## config.mk

```make
export PLATFORM = sky130hd
export DESIGN_NAME = pipeline_hazard_ctrl_flat
export DESIGN_NICKNAME = d
export VERILOG_FILES = /design/src/rtl/pipe_ctrl_pkg.sv /design/src/rtl/pipeline_hazard_ctrl_if.sv /design/src/rtl/hazard_detect.sv /design/src/rtl/pipeline_hazard_ctrl.sv /design/src/flat_wrapper.sv
export SDC_FILE = /design/constraint.sdc
export NUM_CORES = 1
export LEC_CHECK = 0
export CAP_MARGIN = 20
export CORE_AREA = 10 10 47 49
export DETAILED_ROUTE_END_ITERATION = 7
export DIE_AREA = 0 0 57 59
export DONT_BUFFER_PORTS = 1
export GPL_TIMING_DRIVEN = 0
export PLACE_DENSITY = 0.64
export RECOVER_POWER = 100
export SYNTH_ARGS = -nofsm -noshare
export SYNTH_HDL_FRONTEND = slang
export SYNTH_SLANG_ARGS = --single-unit
```

## constraint.sdc

```tcl
create_clock -name clk -period 4.3 [get_ports clk]
set_input_delay 0.86 -clock clk [delete_from_list [all_inputs] [get_ports clk]]
set_output_delay 0.86 -clock clk [all_outputs]
set_load 0.02 [all_outputs]
```

## src/rtl/pipe_ctrl_pkg.sv

```systemverilog
// ============================================================================
// Module   : pipe_ctrl_pkg
// Brief    : Shared encodings for the front-end hazard controller.
// Revision : 1.0 - initial release
// ============================================================================
`default_nettype none

package pipe_ctrl_pkg;

  localparam int          REG_W_DEFAULT = 5;
  localparam int          CNT_W         = 3;
  localparam logic [31:0] NOP_INSTR     = 32'h5400_0000;

  typedef enum logic [1:0] {
    RUN       = 2'd0,
    LU_STALL  = 2'd1,
    FLUSH     = 2'd2,
    IMEM_WAIT = 2'd3
  } ctrl_state_t;

  // Per-cycle resolved action; outputs and next state both decode from this.
  typedef enum logic [2:0] {
    ACT_NORMAL = 3'd0,
    ACT_BRANCH = 3'd1,
    ACT_STALL  = 3'd2,
    ACT_WAIT   = 3'd3,
    ACT_FLUSH  = 3'd4
  } hz_act_t;

endpackage

`default_nettype wire

```

## src/rtl/pipeline_hazard_ctrl_if.sv

```systemverilog
// ============================================================================
// Module   : pipeline_hazard_ctrl_if
// Brief    : Pipeline <-> hazard controller signal bundle. Counter outputs
//            exist only when HAZARD_PERF_CNT_EN is defined.
// Revision : 1.0 - initial release
// ============================================================================
`default_nettype none

interface pipeline_hazard_ctrl_if
  import pipe_ctrl_pkg::*;
  #(parameter int REG_W = REG_W_DEFAULT)
  ();

  logic [REG_W-1:0] id_rs1;
  logic [REG_W-1:0] id_rs2;
  logic             id_use_rs1;
  logic             id_use_rs2;
  logic             ex_mem_read;
  logic [REG_W-1:0] ex_rd;
  logic             branch_taken;
  logic             imem_ready;
  logic             pc_write;
  logic             hold_IF_ID;
  logic             IF_Flush;
  logic             id_ex_flush;
  logic [1:0]       ctrl_state;
`ifdef HAZARD_PERF_CNT_EN
  logic [15:0]      stall_cycles;
  logic [15:0]      flush_cycles;
  logic [15:0]      imem_wait_cycles;

  modport master (
    output id_rs1, id_rs2, id_use_rs1, id_use_rs2, ex_mem_read, ex_rd,
           branch_taken, imem_ready,
    input  pc_write, hold_IF_ID, IF_Flush, id_ex_flush, ctrl_state,
           stall_cycles, flush_cycles, imem_wait_cycles
  );

  modport slave (
    input  id_rs1, id_rs2, id_use_rs1, id_use_rs2, ex_mem_read, ex_rd,
           branch_taken, imem_ready,
    output pc_write, hold_IF_ID, IF_Flush, id_ex_flush, ctrl_state,
           stall_cycles, flush_cycles, imem_wait_cycles
  );
`else
  modport master (
    output id_rs1, id_rs2, id_use_rs1, id_use_rs2, ex_mem_read, ex_rd,
           branch_taken, imem_ready,
    input  pc_write, hold_IF_ID, IF_Flush, id_ex_flush, ctrl_state
  );

  modport slave (
    input  id_rs1, id_rs2, id_use_rs1, id_use_rs2, ex_mem_read, ex_rd,
           branch_taken, imem_ready,
    output pc_write, hold_IF_ID, IF_Flush, id_ex_flush, ctrl_state
  );
`endif

endinterface

`default_nettype wire

```

## src/rtl/hazard_detect.sv

```systemverilog
// ============================================================================
// Module   : hazard_detect
// Brief    : Load-use hazard comparator between the ID sources and EX load.
// Revision : 1.0 - initial release
// ============================================================================
`default_nettype none

module hazard_detect #(
  parameter int REG_W = 5
) (
  input  logic [REG_W-1:0] i_rs1,
  input  logic [REG_W-1:0] i_rs2,
  input  logic             i_use_rs1,
  input  logic             i_use_rs2,
  input  logic             i_mem_read,
  input  logic [REG_W-1:0] i_rd,
  output logic             o_luh
);

  // x0 is hardwired zero, so a load targeting it can never create a hazard.
  assign o_luh = i_mem_read & (i_rd != '0) &
                 ((i_use_rs1 & (i_rs1 == i_rd)) | (i_use_rs2 & (i_rs2 == i_rd)));

endmodule

`default_nettype wire

```

## src/rtl/pipeline_hazard_ctrl.sv

```systemverilog
// ============================================================================
// Module   : pipeline_hazard_ctrl
// Brief    : Front-end flush/stall/freeze sequencer. Optional performance
//            counters enabled by HAZARD_PERF_CNT_EN.
// Revision : 1.0 - initial release
// ============================================================================
`default_nettype none

module pipeline_hazard_ctrl
  import pipe_ctrl_pkg::*;
#(
  parameter int REG_W          = REG_W_DEFAULT,
  parameter int LOAD_USE_STALL = 1,
  parameter int FLUSH_CYCLES   = 1
) (
  input  logic                 clk,
  input  logic                 rst,
  pipeline_hazard_ctrl_if.slave bus
);

  localparam logic [CNT_W-1:0] c_FLUSH_RELOAD =
    CNT_W'((FLUSH_CYCLES > 1) ? FLUSH_CYCLES - 2 : 0);
  localparam logic [CNT_W-1:0] c_STALL_RELOAD =
    CNT_W'((LOAD_USE_STALL > 1) ? LOAD_USE_STALL - 2 : 0);

  ctrl_state_t      r_state;
  logic [CNT_W-1:0] r_cnt;
  logic             w_luh;
  hz_act_t          w_act;

  hazard_detect #(.REG_W(REG_W)) u_hazard_detect (
    .i_rs1      (bus.id_rs1),
    .i_rs2      (bus.id_rs2),
    .i_use_rs1  (bus.id_use_rs1),
    .i_use_rs2  (bus.id_use_rs2),
    .i_mem_read (bus.ex_mem_read),
    .i_rd       (bus.ex_rd),
    .o_luh      (w_luh)
  );

  // IMEM_WAIT resolves like RUN so a ready cycle fetches immediately.
  always_comb begin
    w_act = ACT_NORMAL;
    case (r_state)
      FLUSH:    w_act = bus.branch_taken ? ACT_BRANCH : ACT_FLUSH;
      LU_STALL: w_act = bus.branch_taken ? ACT_BRANCH : ACT_STALL;
      default: begin
        if (bus.branch_taken)     w_act = ACT_BRANCH;
        else if (w_luh)           w_act = ACT_STALL;
        else if (!bus.imem_ready) w_act = ACT_WAIT;
        else                      w_act = ACT_NORMAL;
      end
    endcase
  end

  always_comb begin
    if (rst) begin
      bus.pc_write    = 1'b0;
      bus.hold_IF_ID  = 1'b0;
      bus.IF_Flush    = 1'b1;
      bus.id_ex_flush = 1'b1;
      bus.ctrl_state  = RUN;
    end else begin
      bus.pc_write    = (w_act == ACT_NORMAL) || (w_act == ACT_BRANCH) || (w_act == ACT_FLUSH);
      bus.hold_IF_ID  = (w_act == ACT_STALL) || (w_act == ACT_WAIT);
      bus.IF_Flush    = (w_act == ACT_BRANCH) || (w_act == ACT_FLUSH);
      bus.id_ex_flush = (w_act != ACT_NORMAL);
      bus.ctrl_state  = r_state;
    end
  end

  always_ff @(posedge clk) begin
    if (rst) begin
      r_state <= RUN;
      r_cnt   <= '0;
    end else begin
      case (w_act)
        ACT_BRANCH: begin
          if (FLUSH_CYCLES > 1) begin
            r_state <= FLUSH;
            r_cnt   <= c_FLUSH_RELOAD;
          end else begin
            r_state <= RUN;
          end
        end
        ACT_STALL: begin
          if (r_state == LU_STALL) begin
            if (r_cnt == '0) r_state <= RUN;
            else             r_cnt   <= r_cnt - 1'b1;
          end else if (LOAD_USE_STALL > 1) begin
            r_state <= LU_STALL;
            r_cnt   <= c_STALL_RELOAD;
          end else begin
            r_state <= RUN;
          end
        end
        ACT_FLUSH: begin
          if (r_cnt == '0) r_state <= RUN;
          else             r_cnt   <= r_cnt - 1'b1;
        end
        ACT_WAIT: r_state <= IMEM_WAIT;
        default:  r_state <= RUN;
      endcase
    end
  end

`ifdef HAZARD_PERF_CNT_EN
  logic [15:0] r_stall_cycles;
  logic [15:0] r_flush_cycles;
  logic [15:0] r_imem_wait_cycles;
  logic        w_wait_cycle;

  assign w_wait_cycle = (r_state == IMEM_WAIT) || ((r_state == RUN) && !bus.imem_ready);

  always_ff @(posedge clk) begin
    if (rst) begin
      r_stall_cycles     <= '0;
      r_flush_cycles     <= '0;
      r_imem_wait_cycles <= '0;
    end else begin
      if ((w_act == ACT_STALL) && (r_stall_cycles != 16'hFFFF))
        r_stall_cycles <= r_stall_cycles + 16'd1;
      if (((w_act == ACT_BRANCH) || (w_act == ACT_FLUSH)) && (r_flush_cycles != 16'hFFFF))
        r_flush_cycles <= r_flush_cycles + 16'd1;
      if (w_wait_cycle && (r_imem_wait_cycles != 16'hFFFF))
        r_imem_wait_cycles <= r_imem_wait_cycles + 16'd1;
    end
  end

  assign bus.stall_cycles     = r_stall_cycles;
  assign bus.flush_cycles     = r_flush_cycles;
  assign bus.imem_wait_cycles = r_imem_wait_cycles;
`endif

endmodule

`default_nettype wire

```

## src/flat_wrapper.sv

```systemverilog
// flat-port wrapper written by rule: the top's interface ports become plain ports
module pipeline_hazard_ctrl_flat import pipe_ctrl_pkg::*;
#(
  parameter int REG_W          = REG_W_DEFAULT,
  parameter int LOAD_USE_STALL = 1,
  parameter int FLUSH_CYCLES   = 1
)
  (clk, rst, bus_id_rs1, bus_id_rs2, bus_id_use_rs1, bus_id_use_rs2, bus_ex_mem_read, bus_ex_rd, bus_branch_taken, bus_imem_ready, bus_pc_write, bus_hold_IF_ID, bus_IF_Flush, bus_id_ex_flush, bus_ctrl_state);
  pipeline_hazard_ctrl_if #(.REG_W(REG_W)) bus_i ();
  input  logic clk;
  input  logic rst;
  input wire logic [$bits(bus_i.id_rs1)-1:0] bus_id_rs1;
  input wire logic [$bits(bus_i.id_rs2)-1:0] bus_id_rs2;
  input wire logic [$bits(bus_i.id_use_rs1)-1:0] bus_id_use_rs1;
  input wire logic [$bits(bus_i.id_use_rs2)-1:0] bus_id_use_rs2;
  input wire logic [$bits(bus_i.ex_mem_read)-1:0] bus_ex_mem_read;
  input wire logic [$bits(bus_i.ex_rd)-1:0] bus_ex_rd;
  input wire logic [$bits(bus_i.branch_taken)-1:0] bus_branch_taken;
  input wire logic [$bits(bus_i.imem_ready)-1:0] bus_imem_ready;
  output wire logic [$bits(bus_i.pc_write)-1:0] bus_pc_write;
  output wire logic [$bits(bus_i.hold_IF_ID)-1:0] bus_hold_IF_ID;
  output wire logic [$bits(bus_i.IF_Flush)-1:0] bus_IF_Flush;
  output wire logic [$bits(bus_i.id_ex_flush)-1:0] bus_id_ex_flush;
  output wire logic [$bits(bus_i.ctrl_state)-1:0] bus_ctrl_state;
  assign bus_i.id_rs1 = bus_id_rs1;
  assign bus_i.id_rs2 = bus_id_rs2;
  assign bus_i.id_use_rs1 = bus_id_use_rs1;
  assign bus_i.id_use_rs2 = bus_id_use_rs2;
  assign bus_i.ex_mem_read = bus_ex_mem_read;
  assign bus_i.ex_rd = bus_ex_rd;
  assign bus_i.branch_taken = bus_branch_taken;
  assign bus_i.imem_ready = bus_imem_ready;
  assign bus_pc_write = bus_i.pc_write;
  assign bus_hold_IF_ID = bus_i.hold_IF_ID;
  assign bus_IF_Flush = bus_i.IF_Flush;
  assign bus_id_ex_flush = bus_i.id_ex_flush;
  assign bus_ctrl_state = bus_i.ctrl_state;
  pipeline_hazard_ctrl #(.REG_W(REG_W), .LOAD_USE_STALL(LOAD_USE_STALL), .FLUSH_CYCLES(FLUSH_CYCLES)) u_core (.clk(clk), .rst(rst), .bus(bus_i));
endmodule
```

==> results.txt, run 1 <==
- The final hold violation count is 0.
- The finished cells cover 614 um2.
- Max-slew violations: 0
- Dividing the final minimum period by the clock period gives 0.885.
* Slowest cell on the critical path: a2111oi_1
- Total setup violations reported at the end of the flow: 0
* Mean cell area of the mapped netlist: 7.92 um2
- Global-route wire length before repair: 2.34 mm
* End point of the worst hold path: u_core.r_cnt[0]
- Max-cap violation count: 0
- Derived from the worst setup path, the maximum achievable clock frequency is 263 MHz.
- Clk Tree Root Cell: clkbuf_4
- Using the TritonRoute via totals, the vias-per-cell ratio works out to 5.88.
- Fin nets: 104
- Result of the run: finished, final reports clean
- Counting both buffers and inverters, the worst setup path holds a total of 0.
- Antenna violations before repair: 0
- At the end of routability-driven placement, the weighted congestion stood at 0.746.
- Number of unique standard cell types used by synthesis: 29
- From synthesis to final layout, the design area changed by 6.28%.
- Share of final-layout standard cells stronger than drive strength 1: 0.0390
- Type of the worst setup path: input pin to output pin
- Family with the most delay on the worst path: compound AO/OA/AOI/OAI gates
- In this run the critical register-to-register path is captured at u_core.r_cnt[0].
* Cell count after synthesis: 73
- Clock tree synthesis found a total of 5 sinks.
* Setup crit start kind: input pin
- Maximum number of pins on one net before global-route repair: 11
- The total area inside the core boundary comes to 1400 um2.
* Worst Path Max Fanout: 8
- Once detailed placement completed, the half-perimeter wirelength came to 1.27 mm.
- The die is 59 um tall.
- Overall fraction of global-route tracks in use: 0.0854
- Post-route antenna net violation count: 0
* Starting Density: 0.412
- The first detailed-routing pass ran for 4 iterations.
- Dividing total power by cell area gives a power density of 210 nW/um2.
* Start point of the worst hold path: u_core.r_cnt[0]
* Number of cells on the worst hold path: 2
- In the final layout, flip-flops and latches occupy 100 um2.
* Total power: 129 uW
- STA classifies the critical path endpoint as an output pin.
- Remaining DRCs: 0
- Final setup TNS: 0 ns
- For this block, the via count after detailed routing is 547.
- Worst ir drop on vdd: 0.147 mV
* Grt total ovfl: 0
- Hold-fix buffers, CTS: 0
* Critical R2R Launch: u_core.r_state[0]
* Critical Path, Cell by Cell: xnor2_1, nand4_1, o22ai_1, a21oi_1, a2111oi_1
- Synthesis inferred 5 register bits.
- Data on the critical path arrives at its endpoint at 2.95 ns.
- Final routed wirelength across all metal layers: 1.49 mm
* Setup fix buffers added after clock tree synthesis: 0
* Post-synth design cell area: 578 um2
- Tightest Hold Check Type: flop to flop
* Total clock buffers created by CTS: 3
- Top-Level Pins: 28
* Worst-case clock skew: 0.00248 ns
* Cell count of the worst reg-to-reg path: 6
- For this block, the initial DRC count from the detailed router was 17.
- Vias in the first global route: 520
- Buffers placed on the I/O ports in this run total 0.
- The share of the Yosys chip area taken by registers is 0.173.
* Setup slack of the most critical reg-to-reg path: 2.21 ns
- On the worst path, the slowest cell contributes a delay of 1.00 ns.
- Cts repair resizes: 0
* Count of warnings emitted by yosys: 0
- Relative slew margins: 0.285
- The number of nets handed over by synthesis was 99.
* Antenna diode count: 0
- Setup repair after global routing left no endpoint under its margin.
- The die covers 3360 um2.
- TritonCTS clock tree: built
- CTS built an H-tree with a depth of 1.
* Per-cell routed wire length: 16.0 um
- Die extent in x: 57 um
- Most common flop cell mapped by yosys: dfxtp_1
- Counting the fill cells in the layout gives 152.
- The placed instances occupy a cell area of 599 um2.
- Counting flops with an async set or reset pin after synthesis yields a share of 0.
- Clock-pin slew was measured on the worst setup and hold paths at 0.04 ns.
- Cell row count: 14
- Required time at the endpoint of the critical path: 3.44 ns
* Shortest clock period the worst path allows after layout: 3.80 ns
- For this design the static power due to leakage is 0.000205 uW.
- The multi-input combinational cells in the finished layout cover a total of 434 um2.
* Clock tree buffer depth: 2
* Slew at the pin with the worst max-slew slack: 1.07 ns
* Number of synthesized flops with an enable pin: 0
- For the worst-skew pair, the clock arrives at the later sink with an insertion delay of 0.24 ns.
==> cell usage in the layout (no fill, tap or decap), drive strengths merged <==
cell and count:
clkbuf 6, o22ai 1, nor2b 1, a2111o 1
inv 7, xnor2 10, or4 1, nand2 3
nor2 7, a21oi 3, a41oi 2, o31a 1
a21o 1, and4 1, nand2b 3, and3 2
a2111oi 2, nand4 2, nor4 3, mux2 1
a211oi 6, a311o 1, o21ai 1, ha 4
a32oi 1, o21a 1, dfxtp 5
==> area by class of cell <==
type,instances,area share
Multi-Input combinational cell,59,0.707
Sequential cell,5,0.163
Clock buffer,4,0.0428
Inverter,7,0.0428
Tap cell,16,0.0326
Buffer,2,0.0122
==> logic make-up (layout without fill, tap and decap cells) <==
group / after synthesis / after routing / share of synthesized area
simple gates: 23 / 23 / 0.216
compound gates: 21 / 21 / 0.281
xor+xnor: 10 / 10 / 0.152
buf+inv: 9 / 13 / 0.0649
flops: 5 / 5 / 0.173
fa+ha+maj: 4 / 4 / 0.0866
mux: 1 / 1 / 0.0260
==> worst max path at each step <==
stage	slack (ns)	cells past startpoint	end	start
floorplan	0.63	5	bus_hold_IF_ID	bus_id_rs1[2]
global placement	0.26	5	bus_hold_IF_ID	bus_id_rs1[2]
global route	0.40	5	bus_hold_IF_ID	bus_id_rs1[2]
detailed placement	0.49	5	bus_hold_IF_ID	bus_id_rs1[2]
finish	0.50	5	bus_hold_IF_ID	bus_id_rs1[2]
CTS	0.49	5	bus_hold_IF_ID	bus_id_rs1[2]
==> metrics by stage <==
step / hold slack, ns / setup WS, ns / instances / utilization
2_1_floorplan: 0.537 / 0.628 / 73 / -
3_3_place_gp: 0.547 / 0.255 / 89 / 0.427
3_5_place_dp: 0.563 / 0.494 / 89 / 0.428
4_1_cts: 0.577 / 0.494 / 93 / 0.446
5_1_grt: 0.591 / 0.403 / 93 / 0.438
6_report: 0.558 / 0.495 / 93 / 0.438
==> cells in the mapped netlist, types with 2 or more instances <==
cell type | n | area [um2]
a41oi_1 | 2 | 17.5
a211oi_1 | 6 | 45.0
and3_1 | 2 | 12.5
inv_1 | 7 | 26.3
nand2b_1 | 3 | 18.8
xnor2_1 | 10 | 87.6
nor4_1 | 3 | 18.8
ha_1 | 4 | 50.1
nand2_1 | 3 | 11.3
nand4_1 | 2 | 12.5
a21oi_1 | 3 | 15.0
nor2_1 | 7 | 26.3
dfxtp_1 | 5 | 100
==> worst reg2reg max path: stages, from the launching register on <==
cell and delay (ns):
dfxtp_1 0.34, inv_1 0.08, ha_1 0.25, nand2b_1 0.19, a2111oi_1 0.60, a21o_1 0.19
mux2_1 0.32
==> where the power goes <==
| part | switching [uW] | internal (uW) |
|---|---|---|
| registers | 0.273 | 46.9 |
| logic | 17.0 | 12.7 |
| clock network | 17.4 | 35.0 |
| total | 34.6 | 94.6 |
==> state kept, by name, indices dropped and copies added, names as in the netlist <==
signal and count:
u_core.r_cnt 3, u_core.r_state 2
==> per-layer routing <==
layer / global-route usage / share of wire / vias up
met5: 0 / 0 / -
met2: 0.144 / 0.47 / 21
met1: 0.0838 / 0.38 / 244
met4: 0.0403 / 0 / 0
met3: 0.0472 / 0.15 / 0
li1: - / - / 282
No activity file was read; power rests on OpenSTA's default activity.
==> run 2, diff against run 1 <==
--- a/config.mk
+++ b/config.mk
@@ -6,9 +6,9 @@
 export NUM_CORES = 1
 export LEC_CHECK = 0
 export CAP_MARGIN = 20
-export CORE_AREA = 10 10 47 49
+export CORE_AREA = 8 8 45 47
 export DETAILED_ROUTE_END_ITERATION = 7
-export DIE_AREA = 0 0 57 59
+export DIE_AREA = 0 0 53 55
 export DONT_BUFFER_PORTS = 1
 export GPL_TIMING_DRIVEN = 0
 export PLACE_DENSITY = 0.64
==> run 2 against run 1 <==
Worst setup slack better by 0.079 ns. Highest routed layer unchanged. Critical path type unchanged. Final cell count did not move. Critical path depth unchanged. Sequential power about the same. Wire length fell by 1.9%.
==> results.txt, run 2 (same netlist as run 1, synthesis figures left out) <==
- The total routing resource utilization after global routing is 0.104 (+0.0184).
* Flip-flop count of the largest register, all copies and words added: 3 (unchanged)
* Top-Level Pins: 28 (unchanged)
- Cts repair resizes: 0 (unchanged)
- The setup total negative slack came to 0 ns (unchanged).
* Most frequent cells in the layout: xnor2_1, inv_1, nor2_1
- Total die area: 2920 um2 (-13%)
* Switching power as a share of total power: 0.267 (-0.000821)
- Shortest clock period the worst path allows after layout: 3.73 ns (-0.0790 ns)
- The global-route wire length before repair came to 2.28 mm (-2.4%).
- Per-cell routed wire length: 15.7 um (-1.9%)
* Clk Tree Root Cell: clkbuf_4
- Relative slew margins: 0.282 (-0.00356)
* Starting Density: 0.418 (+0.00522)
- H-tree level count: 1 (unchanged)
* PD cells: 210 nW/um2 (about the same)
- Die outline height: 55 um (-6.8%)
- Static Leakage: 0.000205 uW (unchanged)
- The flow ran to the end, and the final reports show no timing, DRC or antenna violations.
* Net switching power: 34.5 uW (-0.40%)
* Core Footprint: 1380 um2 (-1.2%)
- The worst hold path terminates at u_core.r_cnt[0].
- The data arrival time of the critical path is 2.87 ns (-0.08 ns).
- The clock share of power is 0.407 (+0.002).
- Area growth, synth to finish: 6.28% (unchanged)
* Unrepaired setup endpoints after global routing: false
- The source-to-sink clock delay at the later pin of the worst-skew pair was 0.24 ns (about the same).
- The detailed-route DRC error count was 0 (unchanged).
* Start point of the worst hold path: u_core.r_cnt[0]
- Cell row count: 14 (unchanged)
- The post-CTS setup buffer count was 0 (unchanged).
- The final hold violation count was 0 (unchanged).
- The total wire length came to 1.46 mm (-1.9%).
- More flip-flops sit in one register than any other, and that register is u_core.r_cnt.
- Critical path capture point type: output pin
- Critical R2R Launch: u_core.r_state[0]
- Hold-fix buffers, CTS: 0 (unchanged)
- Cell-internal power: 94.6 uW (about the same)
- Share of final-layout standard cells stronger than drive strength 1: 0.0390 (unchanged)
- TritonCTS clock tree: built
- 1st-iter DRT viols: 4 (-13)
- Clock-pin transition on the worst setup and hold timing paths: 0.04 ns (about the same)
- Worst Path Max Fanout: 8 (unchanged)
* Vias in the first global route: 573 (+10%)
- The register-to-register path setup slack was 2.14 ns (-0.07 ns).
- The number of antenna cells inserted was 0 (unchanged).
- The highest ir drop seen on vdd is 0.153 mV (+4.4%).
- The maximum clock skew at final layout came to 0.000786 ns (-0.00169 ns).
- Post-detailed-placement half-perimeter wirelength: 1.24 mm (-2.1%)
- Required time at the endpoint of the critical path: 3.44 ns (about the same)
* Die extent in x: 53 um (-7.0%)
- Walking the worst path, the cells encountered are xnor2_1, nand4_1, o22ai_1, a21oi_1, a2111oi_1.
* Maximum number of pins on one net before global-route repair: 11 (unchanged)
- The initial antenna violation count was 0 (unchanged).
- Most frequent standard cell in the layout excluding fill and tap cells: xnor2_1
- Type of the worst setup path: input pin to output pin
- Mean number of vias per cell: 6.06 (+3.1%)
* Top achievable clock speed: 268 MHz (+2.1%)
- The transition time of the tightest slew-check pin was 1.07 ns (+0.00533 ns).
* Part of the total power dissipated in combinational logic: 0.227 (-0.003)
- The number of buffers inserted by port buffering was 0 (unchanged).
- The CTS buffer count came to 3 (unchanged).
- Grt total ovfl: 0 (unchanged)
- The largest registers in the layout are u_core.r_cnt x3, u_core.r_state x2.
- The endpoint identified for the worst register-to-register timing path is u_core.r_cnt[0].
- Number of cells on the worst hold path: 2 (unchanged)
- Clock tree buffer depth: 2 (unchanged)
- The fraction of power consumed by sequential logic was 0.366 (about the same).
* Max-cap violation count: 0 (unchanged)
- The routed via count is 564 (+3.1%).
- The path class of the tightest hold or removal check is flop to flop.
- The ratio of final minimum period to clock period came to 0.867 (-0.0184).
* Max-slew violations: 0 (unchanged)
- Clock sink count: 5 (unchanged)
- Cell count of the worst reg-to-reg path: 6 (unchanged)
- Setup crit start kind: input pin
- The detailed-router iteration count before antenna repair was 4 (unchanged).
- The number of nets with antenna violations after routing was 0 (unchanged).
* Global placement routability congestion: 0.775 (+3.9%)
- Maximum single-stage delay on the critical path: 1.00 ns (about the same)
- Slowest cell on the critical path: a2111oi_1
* Fin nets: 104 (unchanged)
- Total setup violations reported at the end of the flow: 0 (unchanged)
- Final standard cell utilization of the core: 0.444 (+0.00555)
run 2: layer usage:
metal	vias up	part of all wire	GRT usage	routed length [um]
li1	284	-	-	-
met1	257	0.35	0.0941	515
met2	23	0.53	0.209	773
met3	0	0.12	0.0321	169
met4	0	0	0.0388	0
met5	-	0	0	0
run 2: power groups by stage:
stage	combinational, uW	sequential (uW)	clock [uW]
floorplan	26.0	47.9	0
global placement	29.7	48.0	0
CTS	30.3	47.2	55.9
finish	29.4	47.3	52.5
global route	33.0	47.2	58.8
detailed placement	30.2	48.0	0
run 2: through the flow:
step	setup WS, ns	power, uW	area (um2)	hold WS [ns]	cells
2_1_floorplan	0.628	74.0	578	0.537	73
3_3_place_gp	0.261	77.7	598	0.547	89
3_5_place_dp	0.536	78.2	599	0.562	89
4_1_cts	0.536	133	626	0.571	93
5_1_grt	0.359	139	614	0.625	93
6_report	0.574	129	614	0.552	93
run 2: how the worst max path moves through the flow:
| stage | startpoint | end | cells after the start |
|---|---|---|---|
| final | bus_id_rs1[3] | bus_hold_IF_ID | 5 |
| after global routing | bus_id_rs1[1] | bus_hold_IF_ID | 5 |
| after CTS | bus_id_rs1[3] | bus_hold_IF_ID | 5 |
| after detailed placement | bus_id_rs1[3] | bus_hold_IF_ID | 5 |
| after global placement | bus_id_rs1[2] | bus_hold_IF_ID | 5 |
| after floorplan | bus_id_rs1[2] | bus_hold_IF_ID | 5 |
run 2: layout make-up:
type | count | area (um2)
Sequential cell | 5 | 100
Fill cell | 144 | 769
Multi-Input combinational cell | 59 | 434
Inverter | 7 | 26.3
Tap cell | 16 | 20.0
Buffer | 2 | 7.51
Clock buffer | 4 | 26.3
run 2: worst max-delay path, delay by kind of cell:
family	cells	cell delay [ns]
and+or+nand+nor	1	0.11
AOI/OAI and AO/OA	3	1.77
xor gates and xnor gates	1	0.13
==> patch, RTL diff (config.mk and constraints of run 2) <==
`REG_W_DEFAULT`: 5 -> 10.
--- a/src/rtl/pipe_ctrl_pkg.sv
+++ b/src/rtl/pipe_ctrl_pkg.sv
@@ -8,5 +8,5 @@
 package pipe_ctrl_pkg;
 
-  localparam int          REG_W_DEFAULT = 5;
+  localparam int          REG_W_DEFAULT = 10;
   localparam int          CNT_W         = 3;
   localparam logic [31:0] NOP_INSTR     = 32'h5400_0000;
Interface: changed (resized bus_ex_rd, bus_id_rs1 and bus_id_rs2); port bits go from 28 to 43. The function was not compared with the original's and may differ.
==> patch against run 2 <==
Largest cell class unchanged; highest routed layer is now met4; synthesized area rose by 21%; total power rose by 17%; worst setup slack improved by 0.24 ns; wire length rose by 15%; via count rose by 10%; final area rose by 15%; sequential cell count did not move.
==> patch: results (changes against run 2) <==
Compound-Gate Fraction of Synth Area 17.71% (was 28.14%); status finished clean (unchanged); 1st-pass router iterations 5 (was 4); worst path arrival time 2.63 ns (was 2.87 ns); Max IR drop VDD 74.58 uV (was 153.4 uV); leakage 0.2489 nW (was 0.2045 nW); layout cells sized above 1 6.593% (was 3.896%); Met1 Routed Length 675 um (was 515 um); Final #Nets 133 (was 104); initial drt markers 21 (was 4); first-pass GRT wire length 2.732 mm (was 2.283 mm); vias in the first global route 668 (was 573); Worst Reg2Reg Path Length in Cells 7 (was 6); Final Wtd Congestion 0.7394 (was 0.7745); Synth Area in XOR/XNOR 26.30% (was 15.15%); grt met3 use 3.743% (was 3.209%); skew final 0.004706 ns (was 0.0007863 ns); worst hold start u_core.r_state[1] (was u_core.r_cnt[0]); Post-Place Cell Area 719.4 sq um (was 599.3 sq um); Vias 623 (was 564); most area-consuming cells after synthesis xnor2_1 (25%), dfxtp_1 (14%), ha_1 (7.2%) (was dfxtp_1 (17%), xnor2_1 (15%), ha_1 (8.7%)); Max-slew headroom 54.46% (was 28.17%); met2 wire len 835 um (was 773 um); Cells after DPL 103 (was 89); Fillers 151 (was 144); top layer in use met4 (was met3); met1 GRT Util 12.79% (was 9.408%); Hold WS 0.5438 ns (was 0.5524 ns); GRT Util Overall 11.65% (was 10.38%); Met3 Wirelength 157 um (was 169 um); vias per cell 5.822 (was 6.065); adder-cell area share of the yosys netlist 7.156% (was 8.658%); critical-path maximum fanout 4 (was 8); Setup WS pre-CTS 0.9844 ns (was 0.5357 ns)
==> patch: cell types whose count changed after synthesis, sizes merged, moves of 3 or more <==
| cell | delta |
|---|---|
| a211oi | -5 |
| nand2b | -3 |
| nand3 | +3 |
| nor2 | +4 |
| xnor2 | +10 |
==> patch: power by group <==
group,internal [W],switching (W)
Combinational,0.0000230,0.0000258
Sequential,0.0000476,0.000000613
Clock,0.0000351,0.0000196
==> patch: worst max-delay path by stage <==
stage,from,endpoint,slack (ns),cells past startpoint
after global placement,bus_ex_rd[2],bus_id_ex_flush,1.0,5
after floorplan,bus_ex_rd[2],bus_id_ex_flush,1.09,5
after CTS,bus_ex_rd[2],bus_id_ex_flush,0.99,5
after global routing,bus_ex_rd[2],bus_id_ex_flush,0.73,5
final,bus_ex_rd[2],bus_id_ex_flush,0.81,5
after detailed placement,bus_ex_rd[2],bus_id_ex_flush,0.98,5
==> patch: stage by stage <==
| stage | total power, W | utilization [%] |
|---|---|---|
| 5_1_grt | 0.0001608 | 51.27 |
| 6_report | 0.0001517 | 51.27 |
| 4_1_cts | 0.0001539 | 53.89 |
| 3_5_place_dp | 0.00009885 | 51.99 |
| 2_1_floorplan | 0.00009243 | - |
| 3_3_place_gp | 0.00009765 | 51.99 |
==> patch: cell type report <==
cell class,count,area share [%]
clock buffers,4,3.704
plain buffers,1,0.5291
inverters,9,4.762
flip-flops and latches,5,14.11
well taps,16,2.822
multi-input cells,72,74.07
==> patch: logic make-up after synthesis <==
| kind of cell | count (synthesis) |
|---|---|
| fa+ha+maj | 4 |
| xor+xnor | 21 |
| flops | 5 |
| simple gates | 31 |
| compound gates | 13 |
| mux | 3 |
| buf+inv | 10 |
==> patch: critical path, cell delays in order <==
cell and delay [ns]:
or4_1 0.50, o41ai_1 0.47, a21oi_1 0.17, o32a_1 0.37
o2111ai_1 0.26
